==> config.mk <==
export PLATFORM = sky130hd
export DESIGN_NAME = chroma_track_ctrl
export DESIGN_NICKNAME = d
export VERILOG_FILES = /design/src/rtl/chroma_pkg.sv /design/src/rtl/chroma_sample_qual.sv /design/src/rtl/chroma_track_ctrl.sv
export SDC_FILE = /design/constraint.sdc
export NUM_CORES = 1
export LEC_CHECK = 0
export ABC_AREA = 1
export BUFFER_PORTS_ARGS = -buffer_cell sky130_fd_sc_hd__buf_2
export CORE_ASPECT_RATIO = 0.7
export CORE_MARGIN = 1.5
export CORE_UTILIZATION = 30
export DETAILED_ROUTE_END_ITERATION = 10
export SYNTH_ARGS = -nofsm -noshare
export SYNTH_HDL_FRONTEND = slang
export SYNTH_SLANG_ARGS = --single-unit
==> constraint.sdc <==
create_clock -name vga_pclk -period 4.4 [get_ports vga_pclk]
set_input_delay 0.22 -clock vga_pclk [delete_from_list [all_inputs] [get_ports vga_pclk]]
set_output_delay 0.22 -clock vga_pclk [all_outputs]
set_load 0.03 [all_outputs]
==> src/rtl/chroma_pkg.sv <==
// Shared types and helpers for the chroma-key tracking sequencer.
// Holds the sequencer/track state encodings and the centre smoothing filter.
package chroma_pkg;

   localparam int H_BITS = 10;

   typedef enum logic [1:0] {
      IDLE,
      SCAN,
      SAMPLE,
      EVAL
   } seq_state_t;

   typedef enum logic [1:0] {
      SEARCH,
      LOCK,
      LOST
   } trk_state_t;

   // Weighted 3:1 moving average; 12 bits hold 3*1023+1023 without overflow.
   function automatic logic [H_BITS-1:0] filter_centre(input logic [H_BITS-1:0] prev,
                                                      input logic [H_BITS-1:0] raw);
      logic [11:0] acc;
      acc = ({2'b00, prev} << 1) + {2'b00, prev} + {2'b00, raw};
      return H_BITS'(acc >> 2);
   endfunction

endpackage

==> src/rtl/chroma_sample_qual.sv <==
// Combinational qualification of one detector sample: geometry and staleness
// checks, raw centre and width.
module chroma_sample_qual
   import chroma_pkg::*;
#(
   parameter int MIN_W       = 4,
   parameter int MAX_W       = 320,
   parameter int STALE_LIMIT = 4
) (
   input  logic [H_BITS-1:0] min_x,
   input  logic [H_BITS-1:0] max_x,
   input  logic [H_BITS-1:0] prev_min_x,
   input  logic [H_BITS-1:0] prev_max_x,
   input  logic [3:0]        stale_cnt,
   output logic [3:0]        stale_next,
   output logic              hit,
   output logic [H_BITS-1:0] centre_raw,
   output logic [H_BITS-1:0] width
);

   logic geom_ok;
   logic same_pair;

   assign width      = max_x - min_x;
   assign centre_raw = H_BITS'(({1'b0, min_x} + {1'b0, max_x}) >> 1);

   assign geom_ok = (max_x > min_x) &&
                    (width >= H_BITS'(MIN_W)) &&
                    (width <= H_BITS'(MAX_W));

   assign same_pair = (min_x == prev_min_x) && (max_x == prev_max_x);

   // A frozen detector output repeats the same pair; the count saturates.
   always_comb begin
      stale_next = 4'd0;
      if (same_pair) begin
         stale_next = (stale_cnt == 4'hF) ? stale_cnt : stale_cnt + 4'd1;
      end
   end

   assign hit = geom_ok && ({1'b0, stale_next} < 5'(STALE_LIMIT));

endmodule

==> src/rtl/chroma_track_ctrl.sv <==
// Frame sequencer for the chroma-key detector: gates det_en, samples the
// detector edges after the scan row, tracks the object and publishes results.
module chroma_track_ctrl
   import chroma_pkg::*;
#(
   parameter int SCAN_ROW    = 240,
   parameter int V_ACTIVE    = 480,
   parameter int MIN_W       = 4,
   parameter int MAX_W       = 320,
   parameter int MISS_LIMIT  = 8,
   parameter int STALE_LIMIT = 4,
   parameter int FRAME_DIV   = 1
) (
   input  logic              vga_pclk,
   input  logic              reset_n,
   input  logic              run,
   input  logic              den,
   input  logic [H_BITS-1:0] x_pixel,
   input  logic [H_BITS-1:0] y_pixel,
   input  logic [H_BITS-1:0] chr_min_x,
   input  logic [H_BITS-1:0] chr_max_x,
   output logic              det_en,
   output logic              obj_valid,
   input  logic              obj_ready,
   output logic [H_BITS-1:0] obj_center_x,
   output logic [H_BITS-1:0] obj_width,
   output logic              obj_lock,
   output logic              obj_overrun
);

   // The row just after the scan row, clamped so it always lies in the active area.
   localparam int SAMPLE_ROW_I = (SCAN_ROW + 1 < V_ACTIVE) ? SCAN_ROW + 1 : V_ACTIVE - 1;
   localparam logic [H_BITS-1:0] SAMPLE_ROW = H_BITS'(SAMPLE_ROW_I);

   seq_state_t seq_state, seq_next;
   trk_state_t trk_state, trk_next;

   logic              y_was_nonzero;
   logic              frame_start;
   logic [3:0]        frame_cnt;
   logic [H_BITS-1:0] smp_min, smp_max;
   logic [H_BITS-1:0] prev_min, prev_max;
   logic [3:0]        stale_cnt, stale_next;
   logic [3:0]        miss_cnt, miss_next;
   logic              eval_fire;
   logic              load_raw, load_filt;
   logic              hit;
   logic [H_BITS-1:0] centre_raw, width;
   logic              unused_inputs;

   // The sequencer works on row timing only; den/x_pixel belong to the detector bus.
   assign unused_inputs = &{1'b0, den, x_pixel};

   assign frame_start = (y_pixel == '0) && y_was_nonzero;
   assign eval_fire   = run && (seq_state == EVAL);
   assign det_en      = run && (seq_state == SCAN) && (y_pixel != SAMPLE_ROW);
   assign obj_lock    = (trk_state == LOCK);

   always_ff @(posedge vga_pclk or negedge reset_n) begin
      if (!reset_n) begin
         y_was_nonzero <= 1'b0;
         frame_cnt     <= 4'd0;
      end else begin
         y_was_nonzero <= (y_pixel != '0);
         if (!run) begin
            frame_cnt <= 4'd0;
         end else if (frame_start) begin
            frame_cnt <= (frame_cnt == 4'(FRAME_DIV - 1)) ? 4'd0 : frame_cnt + 4'd1;
         end
      end
   end

   always_ff @(posedge vga_pclk or negedge reset_n) begin
      if (!reset_n) begin
         seq_state <= IDLE;
      end else begin
         seq_state <= seq_next;
      end
   end

   always_comb begin
      seq_next = seq_state;
      case (seq_state)
         IDLE:    if (frame_start && (frame_cnt == 4'd0)) seq_next = SCAN;
         SCAN:    if (y_pixel == SAMPLE_ROW) seq_next = SAMPLE;
         SAMPLE:  seq_next = EVAL;
         EVAL:    seq_next = IDLE;
         default: seq_next = IDLE;
      endcase
      if (!run) begin
         seq_next = IDLE;
      end
   end

   chroma_sample_qual #(
      .MIN_W       (MIN_W),
      .MAX_W       (MAX_W),
      .STALE_LIMIT (STALE_LIMIT)
   ) u_qual (
      .min_x      (smp_min),
      .max_x      (smp_max),
      .prev_min_x (prev_min),
      .prev_max_x (prev_max),
      .stale_cnt  (stale_cnt),
      .stale_next (stale_next),
      .hit        (hit),
      .centre_raw (centre_raw),
      .width      (width)
   );

   always_comb begin
      trk_next  = trk_state;
      miss_next = miss_cnt;
      load_raw  = 1'b0;
      load_filt = 1'b0;
      if (!run) begin
         trk_next  = SEARCH;
         miss_next = 4'd0;
      end else if (eval_fire) begin
         case (trk_state)
            SEARCH, LOST: begin
               if (hit) begin
                  trk_next  = LOCK;
                  load_raw  = 1'b1;
                  miss_next = 4'd0;
               end
            end
            LOCK: begin
               if (hit) begin
                  load_filt = 1'b1;
                  miss_next = 4'd0;
               end else if (miss_cnt == 4'(MISS_LIMIT - 1)) begin
                  trk_next  = LOST;
                  miss_next = 4'd0;
               end else begin
                  miss_next = miss_cnt + 4'd1;
               end
            end
            default: begin
               trk_next  = SEARCH;
               miss_next = 4'd0;
            end
         endcase
      end
   end

   always_ff @(posedge vga_pclk or negedge reset_n) begin
      if (!reset_n) begin
         smp_min      <= '0;
         smp_max      <= '0;
         prev_min     <= '0;
         prev_max     <= '0;
         stale_cnt    <= 4'd0;
         trk_state    <= SEARCH;
         miss_cnt     <= 4'd0;
         obj_center_x <= '0;
         obj_width    <= '0;
      end else begin
         trk_state <= trk_next;
         miss_cnt  <= miss_next;
         if (run && (seq_state == SAMPLE)) begin
            smp_min <= chr_min_x;
            smp_max <= chr_max_x;
         end
         if (eval_fire) begin
            prev_min  <= smp_min;
            prev_max  <= smp_max;
            stale_cnt <= stale_next;
         end
         if (load_raw) begin
            obj_center_x <= centre_raw;
            obj_width    <= width;
         end else if (load_filt) begin
            obj_center_x <= filter_centre(obj_center_x, centre_raw);
            obj_width    <= width;
         end
      end
   end

   // A new result always wins; losing an unaccepted one is flagged until run drops.
   always_ff @(posedge vga_pclk or negedge reset_n) begin
      if (!reset_n) begin
         obj_valid   <= 1'b0;
         obj_overrun <= 1'b0;
      end else if (!run) begin
         obj_valid   <= 1'b0;
         obj_overrun <= 1'b0;
      end else if (eval_fire) begin
         obj_valid <= 1'b1;
         if (obj_valid && !obj_ready) begin
            obj_overrun <= 1'b1;
         end
      end else if (obj_valid && obj_ready) begin
         obj_valid <= 1'b0;
      end
   end

endmodule
==> metrics.txt, run 1 <==
status=complete, no violations; DR vias/cell=4.59; Fmax=250 MHz; R2R cell count=19; drt first pass iters=5; Top Usage Layer GRT=met1; crit path from=smp_min[0]$_DFFE_PN0P_; FF-to-FF Start=smp_min[0]$_DFFE_PN0P_; Global Route met2 Usage=21.0%; CTS max path bufs=2; Die Y=116 um; # H-tree levels=3; Post-DP Area=5950 um^2; vias in the first global route=4466; CP Launch Type=flip-flop; total clock sinks=79; CTS root buffer=clkbuf_16; Worst Path Class, Setup=flip-flop to flip-flop; Main synth FF type=dfrtp_1; R2R setup slack=0.40 ns; syn nets=808; DIE WIDTH=164 um; Starting Density=31.1%; Syn. warnings=0; Post-Syn Area=5420 um^2; GR Overflow Total=0; number of setup violations in the final report=0; final instance area=6250 um^2; Post-synth EDFFs=0; row count=40; Fin Setup TNS=0 ns; CTS tree=yes; Worst Skew=0.00919 ns; min cycle time layout=4.00 ns; Area Overhead vs Synth=15.2%; Least-Margin Pin Slew=0.708 ns; Buffers on Ports=57; post-CTS setup buffer count=0; max-cap viol count=0; Critical Path RT=4.63 ns; Netlist cell types=37; Seq/Total Area, Yosys=36.4%; initial antenna violation count=0; RSZ-0062 raised after global routing=no; ANT cells=0; DRT antenna net count=0; Core Region=17400 um^2; crit path capture type=flip-flop; Min-Delay Path Class=primary input to flip-flop; Total Nets Final=862; worst-path fanout max=4; GR met1 Demand/Resource=23.6%; Mean Syn Cell Area=7.61 um^2; largest net degree at the start of global routing=50; Worst Path Arrival=4.23 ns; drt wl/cell=13.1 um; Max Slew Vio Count=0; Final period util=91.0%; final wirelength=13.1 mm; via count=4603; worst skew pair latency=0.35 ns; HPWL Detailed=10.2 mm; CP endpoint=obj_center_x[9]$_DFFE_PN0P_; DRC Markers=0; GPL Wtd Cong=0.869; TritonCTS Buffers=9; Seq cells post-synth=79; share of cells above drive strength 1=12.3%; Syn Inst Count=713; first-pass GRT wire length=22.4 mm; RR Endpoint=obj_center_x[9]$_DFFE_PN0P_; Die ar.=18900 um^2; DRT iter0 DRCs=306; GR Layer Usage met3=2.90%; I/O pin total=69; final hold vios=0; Slew HR=52.7%; clock slew seen by the registers of the worst setup and hold paths=0.06 ns; Post-synth ARST share=100%; gr usage total=15.1%
[sequential cells by signal, summed over array words and instances, names as in the netlist, 4 cells and up]
signal        cells
obj_center_x     10
obj_width        10
prev_max         10
prev_min         10
smp_max          10
smp_min          10
frame_cnt         4
miss_cnt          4
stale_cnt         4
[worst max-delay path: stages, from the launching register on]
cell,delay [ns]
dfrtp_1,0.43
ha_1,0.30
fa_1,0.43
a21oi_1,0.16
o21bai_1,0.12
xor2_1,0.29
fa_1,0.47
ha_1,0.36
nand2_1,0.09
nor2_1,0.04
a211oi_1,0.30
o21ai_0,0.19
a21boi_1,0.23
nor2_1,0.06
o21ai_0,0.14
nand2_1,0.06
nand2_1,0.06
nand2_1,0.05
nand2_1,0.06
nand2_1,0.07
[cells in the mapped netlist (2+ instances only)]
master	instances	area [um^2]
nand2_1	203	762
inv_1	82	308
dfrtp_1	79	1980
nor2_1	54	203
nand3_1	53	265
o21ai_0	40	200
ha_1	38	475
a21oi_1	37	185
nand4_1	19	119
xnor2_1	16	140
xor2_1	16	140
clkbuf_1	12	45.0
fa_1	12	240
buf_2	8	40.0
nor3_1	6	30.0
inv_2	5	18.8
o21bai_1	5	37.5
o21ai_1	3	15.0
a21oi_4	2	32.5
a31oi_1	2	12.5
and3_1	2	12.5
buf_6	2	22.5
nand2_2	2	12.5
o31ai_1	2	15.0
[logic make-up after synthesis]
kind of cell	Yosys count	synth area share, %
XOR/XNOR	32	5.17
flip-flops	79	36.4
buffers and inverters	110	8.14
multiplexers	1	0.208
AO/OA/AOI/OAI	95	9.78
adder cells (fa/ha/maj)	50	13.2
AND/OR/NAND/NOR	346	27.1
[cell usage in the layout (no fill, tap or decap), drive strengths merged, types with 16 or more instances in the layout]
cell   count
nand2    205
ha        38
nor2      55
a21oi     39
nand4     20
buf       65
inv       89
dfrtp     79
xor2      16
nand3     54
o21ai     43
xnor2     16
[worst min path at each step]
stage	startpoint	end	slack, ns	depth (start not counted)
after CTS	y_pixel[0]	y_was_nonzero$_DFF_PN0_	0.09	3
after detailed placement	reset_n	obj_center_x[7]$_DFFE_PN0P_	0.20	1
final	y_pixel[0]	y_was_nonzero$_DFF_PN0_	0.1	3
after global routing	y_pixel[0]	y_was_nonzero$_DFF_PN0_	0.11	3
after floorplan	reset_n	frame_cnt[0]$_DFFE_PN0P_	-0.08	0
after global placement	reset_n	obj_center_x[9]$_DFFE_PN0P_	0.20	1
[per-layer routing]
metal	part of all wire (%)	vias up	wire length, um
met4	1.1	0	138
met5	0	-	0
met1	57	2111	7500
li1	-	2398	-
met2	39	81	5060
met3	3.3	13	431
[stage by stage]
stage                     setup WS [ns]  std cells  hold WS (ns)  util [%]
after floorplan                   0.730        713       -0.0756         -
after global placement            0.369        986         0.197      34.1
after detailed placement          0.326        986         0.198      34.1
after CTS                         0.322       1002        0.0862      35.9
after global routing            0.00260       1002         0.109      35.9
final                             0.398       1002        0.0975      35.9
[cell type report]
cell class                 count  area (um^2)
clock buffer                   9          225
timing repair buffer          66          358
fill                        1862        11200
multi-input combinational    524         3010
clock inverter                 6         68.8
sequential                    79         1980
tap                          231          289
inverter                      87          327
[repair_timing]
| action | CTS | global route |
|---|---|---|
| hold buffers | 1 | 0 |
| endpoints found under the hold margin | 30 | 0 |
| endpoints found under the setup margin | 0 | 1 |
| gates resized for setup | 0 | 1 |
Power of run 1 is left out: the tool's default activity adds up to more than one toggle a clock period on the data nets, which glitch-free logic cannot reach.
==> run 2, diff against run 1 <==
--- a/config.mk
+++ b/config.mk
@@ -13,4 +13,5 @@
 export DETAILED_ROUTE_END_ITERATION = 10
 export SYNTH_ARGS = -nofsm -noshare
 export SYNTH_HDL_FRONTEND = slang
+export SYNTH_HIERARCHICAL = 1
 export SYNTH_SLANG_ARGS = --single-unit
==> metrics.txt, run 2 <==
status=complete, no violations (unchanged); worst skew pair latency=0.33 ns (was 0.35 ns); vias in the first global route=4526 (was 4466); ANT cells=0 (unchanged); final instance area=6480 um^2 (was 6250 um^2); Area Overhead vs Synth=13.5% (was 15.2%); Die Y=118 um (was 116 um); worst-path fanout max=9 (was 4); Least-Margin Pin Slew=1.02 ns (was 0.708 ns); Hold Buf Count CTS=0 (was 1); Min-Delay Path Class=primary input to async pin (was primary input to flip-flop); min cycle time layout=3.81 ns (was 4.00 ns); number of setup violations in the final report=0 (unchanged); Post-synth EDFFs=0 (unchanged); Final WS setup=0.591 ns (was 0.398 ns); most common cell in the netlist=nand2_1 (unchanged); row count=41 (was 40); total clock sinks=79 (unchanged); CP Launch Type=flip-flop (unchanged); FF-to-FF Start=smp_min[2]$_DFFE_PN0P_ (was smp_min[0]$_DFFE_PN0P_); syn nets=879 (was 808); Worst Path Class, Setup=flip-flop to flip-flop (unchanged); Final period util=86.6% (was 91.0%); GR Layer Usage met3=2.75% (was 2.90%); Seq cells post-synth=79 (unchanged); Max Slew Vio Count=0 (unchanged); Synth area leaders=dfrtp_1 35%, nand2_1 16%, ha_1 8.3% (was dfrtp_1 36%, nand2_1 14%, ha_1 8.8%); Total Nets Final=930 (was 862); post-CTS setup buffer count=0 (unchanged); CTS root buffer=clkbuf_16 (unchanged); Die ar.=19900 um^2 (was 18900 um^2); Core Region=18300 um^2 (was 17400 um^2); Fin Setup TNS=0 ns (unchanged); most frequent cells in the layout=237 x nand2_1, 118 x inv_1, 79 x dfrtp_1 (was 203 x nand2_1, 82 x inv_1, 79 x dfrtp_1); drt first pass iters=6 (was 5); DR vias/cell=4.58 (was 4.59); placed insts=1060 (was 986); CTS max path bufs=2 (unchanged); RSZ-0062 raised after global routing=no (unchanged); Mean Syn Cell Area=7.28 um^2 (was 7.61 um^2); crit path capture type=flip-flop (unchanged); Seq/Total Area, Yosys=34.6% (was 36.4%); PostCTS Resize Cnt=0 (unchanged); GR Overflow Total=0 (unchanged); Critical Path RT=4.62 ns (was 4.63 ns); max-cap viol count=0 (unchanged); CTS tree=yes (unchanged); GPL Wtd Cong=0.859 (was 0.869); crit path from=smp_min[2]$_DFFE_PN0P_ (was smp_min[0]$_DFFE_PN0P_); Post-DP Area=6180 um^2 (was 5950 um^2); Netlist cell types=43 (was 37); Syn Inst Count=784 (was 713); DRT antenna net count=0 (unchanged); first-pass GRT wire length=22.7 mm (was 22.4 mm); Post-synth ARST share=100% (unchanged); Buffers on Ports=57 (unchanged); Post-Syn Area=5710 um^2 (was 5420 um^2); DRT iter0 DRCs=357 (was 306); worst slack, placed=0.673 ns (was 0.326 ns); HPWL Detailed=10.3 mm (was 10.2 mm); Worst Path Arrival=4.03 ns (was 4.23 ns); Slew HR=31.7% (was 52.7%); Synth area leader=dfrtp_1 (unchanged); Syn. warnings=6 (was 0); clock slew seen by the registers of the worst setup and hold paths=0.07 ns (was 0.06 ns); Yosys top cell area share=34.6% (was 36.4%); via count=4931 (was 4603); share of cells above drive strength 1=13.2% (was 12.3%); commonest non-fill, non-tap cell in the layout=nand2_1 (unchanged); Fmax=263 MHz (was 250 MHz); Worst Skew=0.00670 ns (was 0.00919 ns); Starting Density=31.2% (was 31.1%); Main synth FF type=dfrtp_1 (unchanged); initial antenna violation count=0 (unchanged); # H-tree levels=3 (unchanged); final hold vios=0 (unchanged); DRC Markers=0 (unchanged); final wirelength=13.3 mm (was 13.1 mm); gr usage total=14.1% (was 15.1%); drt wl/cell=12.4 um (was 13.1 um); Final Non-Filler Cells=1076 (was 1002); largest net degree at the start of global routing=80 (was 50); Global Route met2 Usage=19.9% (was 21.0%); TritonCTS Buffers=9 (unchanged); GR met1 Demand/Resource=22.2% (was 23.6%); DIE WIDTH=168 um (was 164 um); most frequent cells after synthesis=237 x nand2_1, 118 x inv_1, 79 x dfrtp_1 (was 203 x nand2_1, 82 x inv_1, 79 x dfrtp_1); Top Usage Layer GRT=met1 (unchanged); I/O pin total=69 (unchanged)
## run 2: cells by family after synthesis
logic type	Yosys count	share of synthesized area, %
AOI/OAI and AO/OA	95	9.77
xor gates and xnor gates	25	3.84
adders and majority gates	50	12.5
buffers and inverters	145	10.5
DFF	79	34.6
and+or+nand+nor	390	28.7
## run 2: layout make-up
type / count / area, um^2
Clock buffer: 10 / 229
Fill cell: 1944 / 11800
Timing Repair Buffer: 59 / 303
Clock inverter: 6 / 70.1
Multi-Input combinational cell: 560 / 3130
Sequential cell: 79 / 1980
Inverter: 126 / 475
Tap cell: 236 / 295
## run 2: worst max-delay path, stage by stage, from the launching register on
cell	delay [ns]
dfrtp_1	0.48
inv_1	0.08
ha_1	0.52
inv_1	0.13
a21oi_1	0.19
o21ai_0	0.14
a31oi_1	0.25
o21bai_1	0.11
xor2_1	0.22
fa_1	0.46
ha_1	0.36
a21oi_1	0.28
o21a_1	0.17
nand2_1	0.07
nand2_1	0.06
nand3_1	0.06
nand2_1	0.07
nand2_1	0.05
## run 2: stage by stage
step | utilization [%] | hold slack, ns
after CTS | 35.4 | 0.109
after global placement | 33.8 | 0.460
after detailed placement | 33.8 | 0.466
final | 35.4 | 0.0362
after floorplan | - | -0.0756
after global routing | 35.4 | 0.119
## run 2: path summary, 6_finish.rpt
kind                                                to  slack (ns)  depth (start not counted)
hold reg to reg               obj_width[8]$_DFFE_PN0P_        0.48                          2
max in group asynchronous  obj_center_x[0]$_DFFE_PN0P_        3.67                          1
setup reg to reg           obj_center_x[7]$_DFFE_PN0P_        0.59                         17
hold / removal                seq_state[1]$_DFFE_PN0P_        0.04                          1
min in group vga_pclk          y_was_nonzero$_DFF_PN0_        0.13                          3
setup / recovery           obj_center_x[7]$_DFFE_PN0P_        0.59                         17
## run 2: metal layers
metal | vias to the layer above | wire length [um]
met5 | - | 0
met4 | 0 | 74
met3 | 9 | 753
met2 | 117 | 5140
met1 | 2261 | 7350
li1 | 2544 | -
Power of run 2 is left out for the same reason.
==> run 3, diff against run 2 <==
--- a/config.mk
+++ b/config.mk
@@ -15,3 +15,4 @@
 export SYNTH_HDL_FRONTEND = slang
 export SYNTH_HIERARCHICAL = 1
 export SYNTH_SLANG_ARGS = --single-unit
+export TNS_END_PERCENT = 100
==> constraint.sdc (replaced) <==
create_clock -name vga_pclk -period 3.6 [get_ports vga_pclk]
set_input_delay 0.18 -clock vga_pclk [delete_from_list [all_inputs] [get_ports vga_pclk]]
set_output_delay 0.18 -clock vga_pclk [all_outputs]
set_load 0.03 [all_outputs]
==> metrics.txt, run 3 (same netlist as run 2, synthesis figures left out) <==
Final period util=93.0% (was 86.6%); Least-Margin Pin Slew=1.04 ns (was 1.02 ns); Hold Buf Count CTS=0 (unchanged); CTS tree=yes (unchanged); RSZ-0062 raised after global routing=no (unchanged); Worst Skew=0.00793 ns (was 0.00670 ns); worst skew pair latency=0.35 ns (was 0.33 ns); CTS root buffer=clkbuf_16 (unchanged); vias in the first global route=4535 (was 4526); ANT cells=0 (unchanged); Seq. cell area=1980 um^2 (about the same); Critical Path RT=3.83 ns (was 4.62 ns); number of setup violations in the final report=0 (unchanged); min cycle time layout=3.35 ns (was 3.81 ns); total clock sinks=79 (unchanged); number of fill cells=1888 (was 1944); largest net degree at the start of global routing=80 (unchanged); GR Overflow Total=0 (unchanged); Max Slew Vio Count=0 (unchanged); I/O pin total=69 (unchanged); R2R cell count=19 (was 17); Buffers on Ports=57 (unchanged); Worst Path Arrival=3.58 ns (was 4.03 ns); drt wl/cell=12.7 um (was 12.4 um); Area Overhead vs Synth=17.8% (was 13.5%); DIE WIDTH=168 um (unchanged); crit path capture type=flip-flop (unchanged); via count=4991 (was 4931); first-pass GRT wire length=23.3 mm (was 22.7 mm); Final Util=36.7% (was 35.4%); worst-path fanout max=5 (was 9); clock slew seen by the registers of the worst setup and hold paths=0.07 ns (about the same); status=complete, no violations (unchanged); Multi-input gate area=3220 um^2 (was 3130 um^2); final hold vios=0 (unchanged); CTS max path bufs=2 (unchanged); GPL Wtd Cong=0.858 (was 0.859); Starting Density=31.2% (unchanged); share of cells above drive strength 1=17.1% (was 13.2%); Worst Path Class, Setup=flip-flop to flip-flop (unchanged); DRC Markers=0 (unchanged); DR vias/cell=4.55 (was 4.58); initial antenna violation count=0 (unchanged); CP Launch Type=flip-flop (unchanged); Die ar.=19900 um^2 (unchanged); Total Nets Final=951 (was 930); drt first pass iters=5 (was 6); Fin Setup TNS=0 ns (unchanged); TritonCTS Buffers=9 (unchanged); max-cap viol count=0 (unchanged); gr usage total=14.7% (was 14.1%); commonest non-fill, non-tap cell in the layout=nand2_1 (unchanged); DRT iter0 DRCs=422 (was 357); FF-to-FF Start=smp_max[3]$_DFFE_PN0P_ (was smp_min[2]$_DFFE_PN0P_); row count=41 (unchanged); Min-Delay Path Class=primary input to async pin (unchanged); DRT antenna net count=0 (unchanged); Die Y=118 um (unchanged); RR Endpoint=obj_center_x[8]$_DFFE_PN0P_ (was obj_center_x[7]$_DFFE_PN0P_); Core Region=18300 um^2 (unchanged); R2R setup slack=0.25 ns (was 0.59 ns); HPWL Detailed=10.6 mm (was 10.3 mm); final wirelength=13.9 mm (was 13.3 mm); Fmax=299 MHz (was 263 MHz); # H-tree levels=3 (unchanged); most frequent cells in the layout=237 x nand2_1, 118 x inv_1, 78 x dfrtp_1 (was 237 x nand2_1, 118 x inv_1, 79 x dfrtp_1); Slew HR=30.8% (was 31.7%)
[run 3: stage by stage]
stage | hold WS, ns | setup slack [ns] | cell area, um^2 | std cells
floorplan | -0.116 | 0.426 | 5710 | 784
global placement | 0.427 | 0.156 | 6330 | 1080
detailed placement | 0.433 | 0.0960 | 6330 | 1080
CTS | 0.0568 | 0.0816 | 6630 | 1096
global route | 0.0840 | 0.00663 | 6730 | 1097
finish | 0.0223 | 0.252 | 6730 | 1097
[run 3: how the worst max path moves through the flow]
stage	start	end	slack [ns]	cells after the start
6_report	smp_max[3]$_DFFE_PN0P_	obj_center_x[8]$_DFFE_PN0P_	0.25	19
5_1_grt	smp_min[3]$_DFFE_PN0P_	obj_center_x[8]$_DFFE_PN0P_	0.007	20
4_1_cts	smp_min[4]$_DFFE_PN0P_	obj_center_x[7]$_DFFE_PN0P_	0.08	17
3_5_place_dp	smp_min[4]$_DFFE_PN0P_	obj_center_x[7]$_DFFE_PN0P_	0.1	17
3_3_place_gp	smp_max[6]$_DFFE_PN0P_	obj_center_x[8]$_DFFE_PN0P_	0.16	15
2_1_floorplan	smp_min[3]$_DFFE_PN0P_	obj_center_x[7]$_DFFE_PN0P_	0.43	17
[run 3: area by class of cell]
cell class                      count  area share, %
Sequential cell                    79           29.4
Inverter                          126           7.10
Multi-Input combinational cell    560           47.9
Timing Repair Buffer               80           6.84
Tap cell                          236           4.39
Clock inverter                      6           1.00
Clock buffer                       10           3.40
[run 3: repair_timing]
action                     CTS  global route
gates resized for setup      0            20
hold endpoints to repair     0             0
setup endpoints to repair    0             7
setup buffers                0             1
[run 3: layer usage]
| layer | vias to the layer above | track usage [%] | share of wire, % |
|---|---|---|---|
| li1 | 2585 | - | - |
| met2 | 143 | 20.1 | 38 |
| met4 | 0 | 2.93 | 0.76 |
| met5 | - | 0 | 0 |
| met1 | 2252 | 23.0 | 55 |
| met3 | 11 | 3.55 | 6.3 |
[run 3: critical path, stage by stage (launching register included)]
cell and delay (ns):
dfrtp_1 0.42, ha_2 0.42, inv_2 0.09, a21oi_2 0.17, nor3_2 0.08, nor3_2 0.21
buf_4 0.16, xor2_2 0.19, fa_1 0.45, ha_1 0.38, nand2_1 0.13, inv_1 0.04
nand2_1 0.10, nand2_1 0.06, nand2_1 0.07, nand3_1 0.07, nand2_1 0.06, nand3_1 0.06
nand2_1 0.06, nand2_1 0.04
Power of run 3 is left out for the same reason.
